## src/rtl/pdm_pkg.sv

```systemverilog
// Shared definitions for the PDM-to-PCM chain: frontend FSM states, default
// divider, the decimation ratio shared with the CIC stage, and the capture-point helper.
package pdm_pkg;

  typedef enum logic [1:0] {
    ST_IDLE   = 2'd0,
    ST_WARMUP = 2'd1,
    ST_RUN    = 2'd2
  } pdm_state_e;

  localparam int DEF_CLK_DIV = 40;
  localparam int DECIM_RATIO = 64;

  // Capture point in div_cnt units; the left mic (channel 0) drives data after the falling edge.
  function automatic int cap_point(input int clk_div, input int sample_offset, input int channel);
    return sample_offset + ((channel == 0) ? clk_div / 2 : 0);
  endfunction

endpackage

```

## src/rtl/pdm_mic_frontend_if.sv

```systemverilog
// Mic-side and decimator-side signals of the PDM frontend, bundled for the top-level port.
interface pdm_mic_frontend_if;

  logic enable;
  logic pdm_data_in;
  logic pdm_clk_out;
  logic sample_en;
  logic sampled_bit;
  logic mic_ready;

  modport master (
    input  enable,
    input  pdm_data_in,
    output pdm_clk_out,
    output sample_en,
    output sampled_bit,
    output mic_ready
  );

  modport slave (
    output enable,
    output pdm_data_in,
    input  pdm_clk_out,
    input  sample_en,
    input  sampled_bit,
    input  mic_ready
  );

endinterface

```

## src/rtl/pdm_mic_frontend_sync.sv

```systemverilog
// Two-flop synchronizer for a single asynchronous bit, resetting to 0.
module sync_2ff (
  input  logic clk,
  input  logic rst_n,
  input  logic d,
  output logic q
);

  logic meta;

  always_ff @(posedge clk or negedge rst_n) begin
    if (!rst_n) begin
      meta <= 1'b0;
      q    <= 1'b0;
    end else begin
      meta <= d;
      q    <= meta;
    end
  end

endmodule

```

## src/rtl/pdm_mic_frontend.sv

```systemverilog
// PDM microphone frontend: generates the mic clock, synchronizes the data line and
// emits one sample strobe per mic-clock period after a warm-up interval.
module pdm_mic_frontend
  import pdm_pkg::*;
#(
  parameter int CLK_DIV        = DEF_CLK_DIV,
  parameter int SAMPLE_OFFSET  = 6,
  parameter int CHANNEL        = 0,
  parameter int WARMUP_PERIODS = 4096
) (
  input logic                clk,
  input logic                rst_n,
  pdm_mic_frontend_if.master bus
);

  localparam int HALF   = CLK_DIV / 2;
  localparam int CAP    = cap_point(CLK_DIV, SAMPLE_OFFSET, CHANNEL);
  localparam int DIV_W  = $clog2(CLK_DIV);
  localparam int WARM_W = $clog2(WARMUP_PERIODS + 1);

  localparam logic [DIV_W-1:0]  DIV_LAST  = DIV_W'(CLK_DIV - 1);
  localparam logic [DIV_W-1:0]  HALF_CNT  = DIV_W'(HALF);
  localparam logic [DIV_W-1:0]  CAP_CNT   = DIV_W'(CAP);
  localparam logic [WARM_W-1:0] WARM_LAST = WARM_W'(WARMUP_PERIODS - 1);
  localparam logic [WARM_W-1:0] WARM_MAX  = WARM_W'(WARMUP_PERIODS);

  if ((CLK_DIV % 2) != 0 || CLK_DIV < 4) begin : g_bad_clk_div
    $error("pdm_mic_frontend: CLK_DIV must be even and >= 4");
  end
  if (SAMPLE_OFFSET < 0 || SAMPLE_OFFSET >= HALF) begin : g_bad_offset
    $error("pdm_mic_frontend: SAMPLE_OFFSET must be in 0..CLK_DIV/2-1");
  end
  if (CHANNEL != 0 && CHANNEL != 1) begin : g_bad_channel
    $error("pdm_mic_frontend: CHANNEL must be 0 or 1");
  end
  if (WARMUP_PERIODS < 1) begin : g_bad_warmup
    $error("pdm_mic_frontend: WARMUP_PERIODS must be >= 1");
  end

  pdm_state_e        state_q, state_nxt;
  logic [DIV_W-1:0]  div_cnt, div_cnt_nxt;
  logic [WARM_W-1:0] warm_cnt, warm_cnt_nxt;
  logic              pdm_clk_q, pdm_clk_nxt;
  logic              sample_en_q, sample_en_nxt;
  logic              mic_ready_q, mic_ready_nxt;
  logic              sampled_bit_q;
  logic              sync_d;
  logic              wrap;

  sync_2ff u_sync (
    .clk   (clk),
    .rst_n (rst_n),
    .d     (bus.pdm_data_in),
    .q     (sync_d)
  );

  assign wrap = (div_cnt == DIV_LAST);

  // NOTE: sequential state uses non-blocking assignments so every flop samples
  // pre-edge values regardless of process ordering.
  always_ff @(posedge clk or negedge rst_n) begin
    if (!rst_n) state_q <= ST_IDLE;
    else        state_q <= state_nxt;
  end

  // NOTE: every combinational output gets a default first, so no path leaves it
  // unassigned and no latch is inferred.
  always_comb begin
    state_nxt = state_q;
    if (!bus.enable) begin
      state_nxt = ST_IDLE;
    end else begin
      case (state_q)
        ST_IDLE:   state_nxt = ST_WARMUP;
        ST_WARMUP: if (wrap && warm_cnt == WARM_LAST) state_nxt = ST_RUN;
        ST_RUN:    state_nxt = ST_RUN;
        default:   state_nxt = ST_IDLE;
      endcase
    end
  end

  // Dropping enable zeroes every next value, so an abandoned period never strobes.
  always_comb begin
    div_cnt_nxt   = '0;
    warm_cnt_nxt  = '0;
    pdm_clk_nxt   = 1'b0;
    sample_en_nxt = 1'b0;
    mic_ready_nxt = (state_nxt == ST_RUN);
    if (bus.enable && state_q != ST_IDLE) begin
      div_cnt_nxt  = wrap ? '0 : div_cnt + 1'b1;
      warm_cnt_nxt = warm_cnt;
      if (wrap && warm_cnt != WARM_MAX) warm_cnt_nxt = warm_cnt + 1'b1;
      pdm_clk_nxt   = (div_cnt < HALF_CNT);
      sample_en_nxt = (state_q == ST_RUN) && (div_cnt == CAP_CNT);
    end
  end

  always_ff @(posedge clk or negedge rst_n) begin
    if (!rst_n) begin
      div_cnt       <= '0;
      warm_cnt      <= '0;
      pdm_clk_q     <= 1'b0;
      sample_en_q   <= 1'b0;
      mic_ready_q   <= 1'b0;
      sampled_bit_q <= 1'b0;
    end else begin
      div_cnt     <= div_cnt_nxt;
      warm_cnt    <= warm_cnt_nxt;
      pdm_clk_q   <= pdm_clk_nxt;
      sample_en_q <= sample_en_nxt;
      mic_ready_q <= mic_ready_nxt;
      if (sample_en_nxt) sampled_bit_q <= sync_d;
    end
  end

  assign bus.pdm_clk_out = pdm_clk_q;
  assign bus.sample_en   = sample_en_q;
  assign bus.sampled_bit = sampled_bit_q;
  assign bus.mic_ready   = mic_ready_q;

endmodule

```

## src/flat_wrapper.sv

```systemverilog
// flat-port wrapper written by rule: the top's interface ports become plain ports
module pdm_mic_frontend_flat import pdm_pkg::*;
#(
  parameter int CLK_DIV        = DEF_CLK_DIV,
  parameter int SAMPLE_OFFSET  = 6,
  parameter int CHANNEL        = 0,
  parameter int WARMUP_PERIODS = 4096
)
  (clk, rst_n, bus_enable, bus_pdm_data_in, bus_pdm_clk_out, bus_sample_en, bus_sampled_bit, bus_mic_ready);
  pdm_mic_frontend_if bus_i ();
  input logic clk;
  input logic rst_n;
  input wire logic [$bits(bus_i.enable)-1:0] bus_enable;
  input wire logic [$bits(bus_i.pdm_data_in)-1:0] bus_pdm_data_in;
  output wire logic [$bits(bus_i.pdm_clk_out)-1:0] bus_pdm_clk_out;
  output wire logic [$bits(bus_i.sample_en)-1:0] bus_sample_en;
  output wire logic [$bits(bus_i.sampled_bit)-1:0] bus_sampled_bit;
  output wire logic [$bits(bus_i.mic_ready)-1:0] bus_mic_ready;
  assign bus_i.enable = bus_enable;
  assign bus_i.pdm_data_in = bus_pdm_data_in;
  assign bus_pdm_clk_out = bus_i.pdm_clk_out;
  assign bus_sample_en = bus_i.sample_en;
  assign bus_sampled_bit = bus_i.sampled_bit;
  assign bus_mic_ready = bus_i.mic_ready;
  pdm_mic_frontend #(.CLK_DIV(CLK_DIV), .SAMPLE_OFFSET(SAMPLE_OFFSET), .CHANNEL(CHANNEL), .WARMUP_PERIODS(WARMUP_PERIODS)) u_core (.clk(clk), .rst_n(rst_n), .bus(bus_i));
endmodule
```

## config.mk

```make
export PLATFORM = sky130hd
export DESIGN_NAME = pdm_mic_frontend_flat
export DESIGN_NICKNAME = d
export VERILOG_FILES = /design/src/rtl/pdm_pkg.sv /design/src/rtl/pdm_mic_frontend_if.sv /design/src/rtl/pdm_mic_frontend_sync.sv /design/src/rtl/pdm_mic_frontend.sv /design/src/flat_wrapper.sv
export SDC_FILE = /design/constraint.sdc
export NUM_CORES = 1
export LEC_CHECK = 0
export ABC_AREA = 1
export CAP_MARGIN = 30
export CELL_PAD_IN_SITES_DETAIL_PLACEMENT = 0
export CELL_PAD_IN_SITES_GLOBAL_PLACEMENT = 1
export CORE_MARGIN = 4
export CORE_UTILIZATION = 36
export CTS_BUF_LIST = sky130_fd_sc_hd__clkbuf_16
export DETAILED_ROUTE_END_ITERATION = 16
export GPL_TIMING_DRIVEN = 1
export PLACE_DENSITY = 0.78
export SLEW_MARGIN = 30
export SYNTH_ARGS = -nofsm -noshare
export SYNTH_HDL_FRONTEND = slang
export SYNTH_SLANG_ARGS = --single-unit
```

## constraint.sdc

```tcl
create_clock -name clk -period 3.6 [get_ports clk]
set_clock_uncertainty 0.05 [all_clocks]
set_input_delay 0.36 -clock clk [delete_from_list [all_inputs] [get_ports clk]]
set_output_delay 0.36 -clock clk [all_outputs]
set_load 0.02 [all_outputs]
```

After elaboration in Yosys (flattened, before gate mapping). Index checks and enable logic that the tools add are counted. W data, S select, Z words.

Bits in registers: 27. Bits in latches: 0. Memory bits (writable): 0. ROM bits: 0. Bits of input ports: 4. Logic and storage cells: 35. Memories kept: 0.

Add/sub/neg operators: 2. $mul: 0. Div/mod/pow operators: 0. $lt $le $gt $ge: 1. Equality and inequality tests: 8. Shifts and indexed selects: 0. Muxes and demuxes: 9. Bitwise operators: 0. Reductions and logical operators: 6.

Operator list (number): $mux W13 (2); $add A13 B1 Y13 const B (1); $eq A13 B12 Y1 const B (1); $ne A13 B13 Y1 const B (1); $mux W6 (2); $add A6 B1 Y6 const B (1); $eq A6 B5 Y1 const B (1); $eq A6 B6 Y1 const B (1); $lt A6 B5 Y1 const B (1); $pmux W2 S3 (1); $eq A2 B2 Y1 const B (2); $logic_and A1 B1 Y1 (4); $mux W2 (2); $eq A2 B1 Y1 const B (1); $logic_not A2 Y1 (1); $mux W1 (2); $ne A2 B2 Y1 const B (1); $reduce_bool A2 Y1 (1).

Logic depth before layout (Yosys ltp).
Depth after elaboration: 6. Depth in mapped cells: 9. Depth with buffers taken out: 9.

Cells and area by module. A second synthesis with hierarchy kept.

Cell total of the unflattened synthesis: 200. Area total of the unflattened synthesis: 1547.7 µm².

By module, submodules not included: pdm_mic_frontend (times used 1, cells each 198, area each 1497.7 µm², sequential area each 625.6 µm²); sync_2ff (times used 1, cells each 2, area each 50.0 µm², sequential area each 50.0 µm²).

Worst setup path before layout. Ideal clock, no wire load.

Path type: reg2reg. From: register u_core.warm_cnt[0]. To: register u_core.warm_cnt[1]. Setup time: 0.066 ns. Arrival: 1.290 ns. Required time: 3.484 ns. Slack: 2.195 ns. Cell stages (with the launch flop): 10. Cells stage by stage: dfrtp_1 -> inv_1 -> ha_1 -> nand2_1 -> nor3_1 -> nand2_2 -> nand2_4 -> buf_8 -> nand3_1 -> nand2_1.

Word-level cells in the longest chain between the ends: 3. Elaborated cells between the ends (all ways): 6. Those cells by class: 1 x add/sub; 2 x eq/ne; 2 x mux; 1 x reduce/logical.

RTL lines: start: declaration (RTL line pdm_mic_frontend.sv:42) `logic [WARM_W-1:0] warm_cnt, warm_cnt_nxt;`; start signal: assignment (RTL line pdm_mic_frontend.sv:108) `warm_cnt <= warm_cnt_nxt;`; $add A13 B1 Y13 / $ne A13 B13 Y1 (equally long branches) (RTL line pdm_mic_frontend.sv:92) `if (wrap && warm_cnt != WARM_MAX) warm_cnt_nxt = warm_cnt + 1'b1;`; $mux W13 / $logic_and A1 B1 Y1 (equally long branches) (RTL line pdm_mic_frontend.sv:92); $mux W13 / $ne A2 B2 Y1 (equally long branches).

Several ways; a longest one is shown, not always the timed one. The select of a mux whose other input is x is not followed. A chain may end at the register's enable or synchronous reset.

Final worst setup path.
From: register u_core.sampled_bit_q (netlist: u_core.bus.sampled_bit). To: output port bus_sampled_bit.

RTL lines: start: declaration (RTL line pdm_mic_frontend.sv:46) `logic sampled_bit_q;`; start signal: assignment (RTL line pdm_mic_frontend.sv:112) `if (sample_en_nxt) sampled_bit_q <= sync_d;`; end: declaration (RTL line flat_wrapper.sv:17) `output wire logic [$bits(bus_i.sampled_bit)-1:0] bus_sampled_bit;`.

No word-level cell between the ends.

==> results.txt <==
----------------------------------------------------
[Die]
  I/O Pins ... 8
  Die area ... 0.00546 mm^2
  Total core area ... ~0.0041 mm^2
  Vertical die dimension ... 73.9 um
  Die boundary width ... around 74 um
  Number of standard-cell rows in the floorplan ... 23
  Starting Density ... between 30% and 40%

[Status]
  Result of the run ... finished, final reports clean

[Clock tree]
  Source-to-sink clock delay at the later pin of the worst-skew pair ... 270 ps
  Total CTS buffers ... 3
  Total setup buffers inserted after CTS ... 0
  CTS tree ... built
  Depth of the CTS H-tree ... 1
  Hold-fix buffer count after cts ... 0
  Number of sinks on the clock net ... 27
  Clk slew on worst S/H paths ... 70 ps
  Root cell of the clock tree ... clkbuf_16
  Worst-case clock buffer depth ... 2
  Post-CTS resize count ... 0

[Timing]
  Final total negative setup slack ... 0 ps
  Setup repair after global routing missed its margin ... false
  Share of the clock period used by the worst path after layout ... 45.2%
  Number of hold violations in the final report ... 0
  Achievable clock frequency ... a little over 600 MHz
  Minimum period implied by the final worst setup slack ... 1630 ps
  Number of slew-limit violations in the final report ... 0
  Worst slew slack as a fraction of its limit ... 60.3%
  WHS ... around 300 ps
  Worst setup margin ... 1970 ps
  Worst-margin pin slew ... 596 ps
  Final number of setup-violating endpoints ... 0

[Critical path]
  Crit path DAT ... 1220 ps
  Capture instance of the worst register-to-register path ... u_core.warm_cnt[3]
  Highest fanout seen on the critical path ... 2
  Buf/Inv on CP ... 1
  Kind of cell with the highest combined delay on the critical path ... buffers and inverters
  Depth of the most critical reg-to-reg path ... 5
  Critical path type ... reg2out
  Largest stage delay on the critical path ... 600 ps
  Kind of capture point of the worst setup path ... primary output
  Highest-delay cell along the critical path ... clkdlybuf4s50_1
  Internal reg-to-reg setup slack ... 1980 ps
  Cell-by-cell trace of the critical path ... clkdlybuf4s50_1
  Crit. path cell count ... 1
  CP Launch Type ... flop
  Data required, critical path ... 3190 ps
  Launch instance of the worst register-to-register path ... u_core.state_q[1]

[Power and ir drop]
  Switching share of power ... 22.0%
  Power density over cell area ... between 300 and 400 mW/mm^2
  Combinational Power Share ... 3.9%
  P_int ... 0.000465 W
  Net switching power figure ... ~0.00013 W
  Leakage power summed over all cells ... 0.848 nW
  Clk pwr share ... between 40% and 50%
  Sequential share of power ... 51.7%
  Total power ... 0.000596 W
  Worst IR Drop VDD ... 0.334 mV

[Cells and area]
  Ant diodes ... 0
  Most common library cell in the layout ignoring fill and taps ... nand2_1
  Combined flip-flop and latch cell area ... slightly below 700 um^2
  Multi-input combinational cell area ... 759 um^2
  Area growth from synthesis to layout ... 11.6%
  Final standard cell area without fillers ... 0.00174 mm^2
  Fraction of layout cells with a size suffix above 1 ... about 11%
  Leading cell types in the layout, fill and taps excluded ... nand2_1, dfrtp_1, nand3_1
  Total number of nets in the final design ... 216
  Fill cells ... 436

[Global routing]
  Pin count of the biggest net entering global routing ... 28
  Number of antenna violations at the first check in global routing ... 0
  Global routing usage on met2 ... 21.0%
  First-pass GRT wire length ... 5500 um
  Met3 Track Usage GR ... 2.19%
  Remaining global-route overflow ... 0
  Grt met1 use ... between 10% and 20%
  Vias in the first global route ... 1182
  Routing layer with the top usage in global route ... met2
  GRT Util Overall ... 13.0%

[Route]
  Remaining design rule violation count ... 0
  Post-detailed-route wirelength per cell ... roughly 12 um
  Count of nets left with antenna violations after detail routing ... 0
  Iteration-0 DRC Markers ... 66
  Total number of vias ... between 1000 and 1500
  First-pass iteration count of the detailed router ... 4
  Wire length reported by the detailed router ... slightly above 3000 um
  Via density per instance ... 4.69

[Synth]
  Count of state elements after synthesis ... 27
  Sequential cell area fraction in the yosys report ... 43.2%
  Net count after synthesis ... 207
  YS warnings ... 0
  Total standard cell area after synthesis ... 0.00156 mm^2
  Avg Inst Size Synth ... 7.85 um^2
  Number of instances in the synthesized netlist ... 199
  Count of distinct cell types in the synthesized netlist ... 29

[Hold path]
  Class of the tightest hold or removal check ... reg2reg
  Hold path start ... u_core.u_sync.meta
  Hold endpoint ... u_core.u_sync.q
  Hold Path Depth ... 0

[Job]
  # Max-Cap Violations ... 0

[Place]
  Placement-stage worst setup slack ... about 1700 ps
  Count of buffers inserted at the top-level ports ... 7
  Last weighted congestion value of the routability-driven placer ... 0.743
  Area of placed instances ... roughly 0.0017 mm^2
  Post-DP HPWL ... 2210 um

----------------------------------------------------
## per-layer routing
metal | vias to the layer above | part of all wire, %
li1 | 643 | -
met1 | 552 | 51
met2 | 6 | 46
met3 | 4 | 1.5
met4 | 0 | 1.9
met5 | - | 0
## power groups by stage
stage	clock network [W]	registers [W]	logic (W)
after floorplan	0	0.000315	0.0000109
after global placement	0	0.000314	0.0000248
after detailed placement	0	0.000314	0.0000244
after CTS	0.000269	0.000308	0.0000246
after global routing	0.000280	0.000309	0.0000271
final	0.000264	0.000308	0.0000235
## sequential cells by signal (all words and copies together), names as in the netlist
name	cells
u_core.bus.mic_ready	1
u_core.bus.pdm_clk_out	1
u_core.bus.sample_en	1
u_core.bus.sampled_bit	1
u_core.div_cnt	6
u_core.state_q	2
u_core.u_sync.meta	1
u_core.u_sync.q	1
u_core.warm_cnt	13
## cell usage after synthesis, drive strengths merged
master	instances	share of area, %
dfrtp	27	43
nor3	5	2.6
nand2	63	17
inv	23	5.5
nand3b	1	0.48
ha	4	3.2
buf	4	2.6
xor2	4	2.2
nand3	26	9.1
o21ai	6	2.2
nor2	27	8.1
a21oi	2	0.64
nor3b	2	0.96
nand4	3	1.6
a31oi	1	0.40
a211oi	1	0.48
## cells by family after synthesis
kind of cell    share of synthesized area (%)
simple gates                             39.5
buf+inv                                  8.17
flops                                    43.2
compound gates                           3.68
xor+xnor                                 2.24
fa+ha+maj                                3.20
## area by class of cell
type                    instances  share of cell area [%]
multi-input cells             145                    43.5
repair buffers                  8                    4.45
inverters                      23                    4.95
flip-flops and latches         27                    38.7
clock inverters                 1                   0.430
well taps                      50                    3.59
clock buffers                   3                    4.30
## per-stage QoR
stage | util (%) | instances
after global placement | 40.7 | 253
final | 42.7 | 257
after floorplan | - | 199
after global routing | 42.7 | 257
after detailed placement | 40.7 | 253
after CTS | 42.7 | 257
## worst max path at each step
stage,from,slack [ps],to
finish,u_core.bus.sampled_bit,1970,bus_sampled_bit
CTS,u_core.state_q[1],1920,u_core.warm_cnt[3]
global route,u_core.state_q[1],1790,u_core.warm_cnt[3]
floorplan,u_core.warm_cnt[0],2190,u_core.warm_cnt[1]
detailed placement,bus_enable,1740,u_core.div_cnt[3]
global placement,bus_enable,1780,u_core.div_cnt[3]
(Power assumes the default switching activity.)
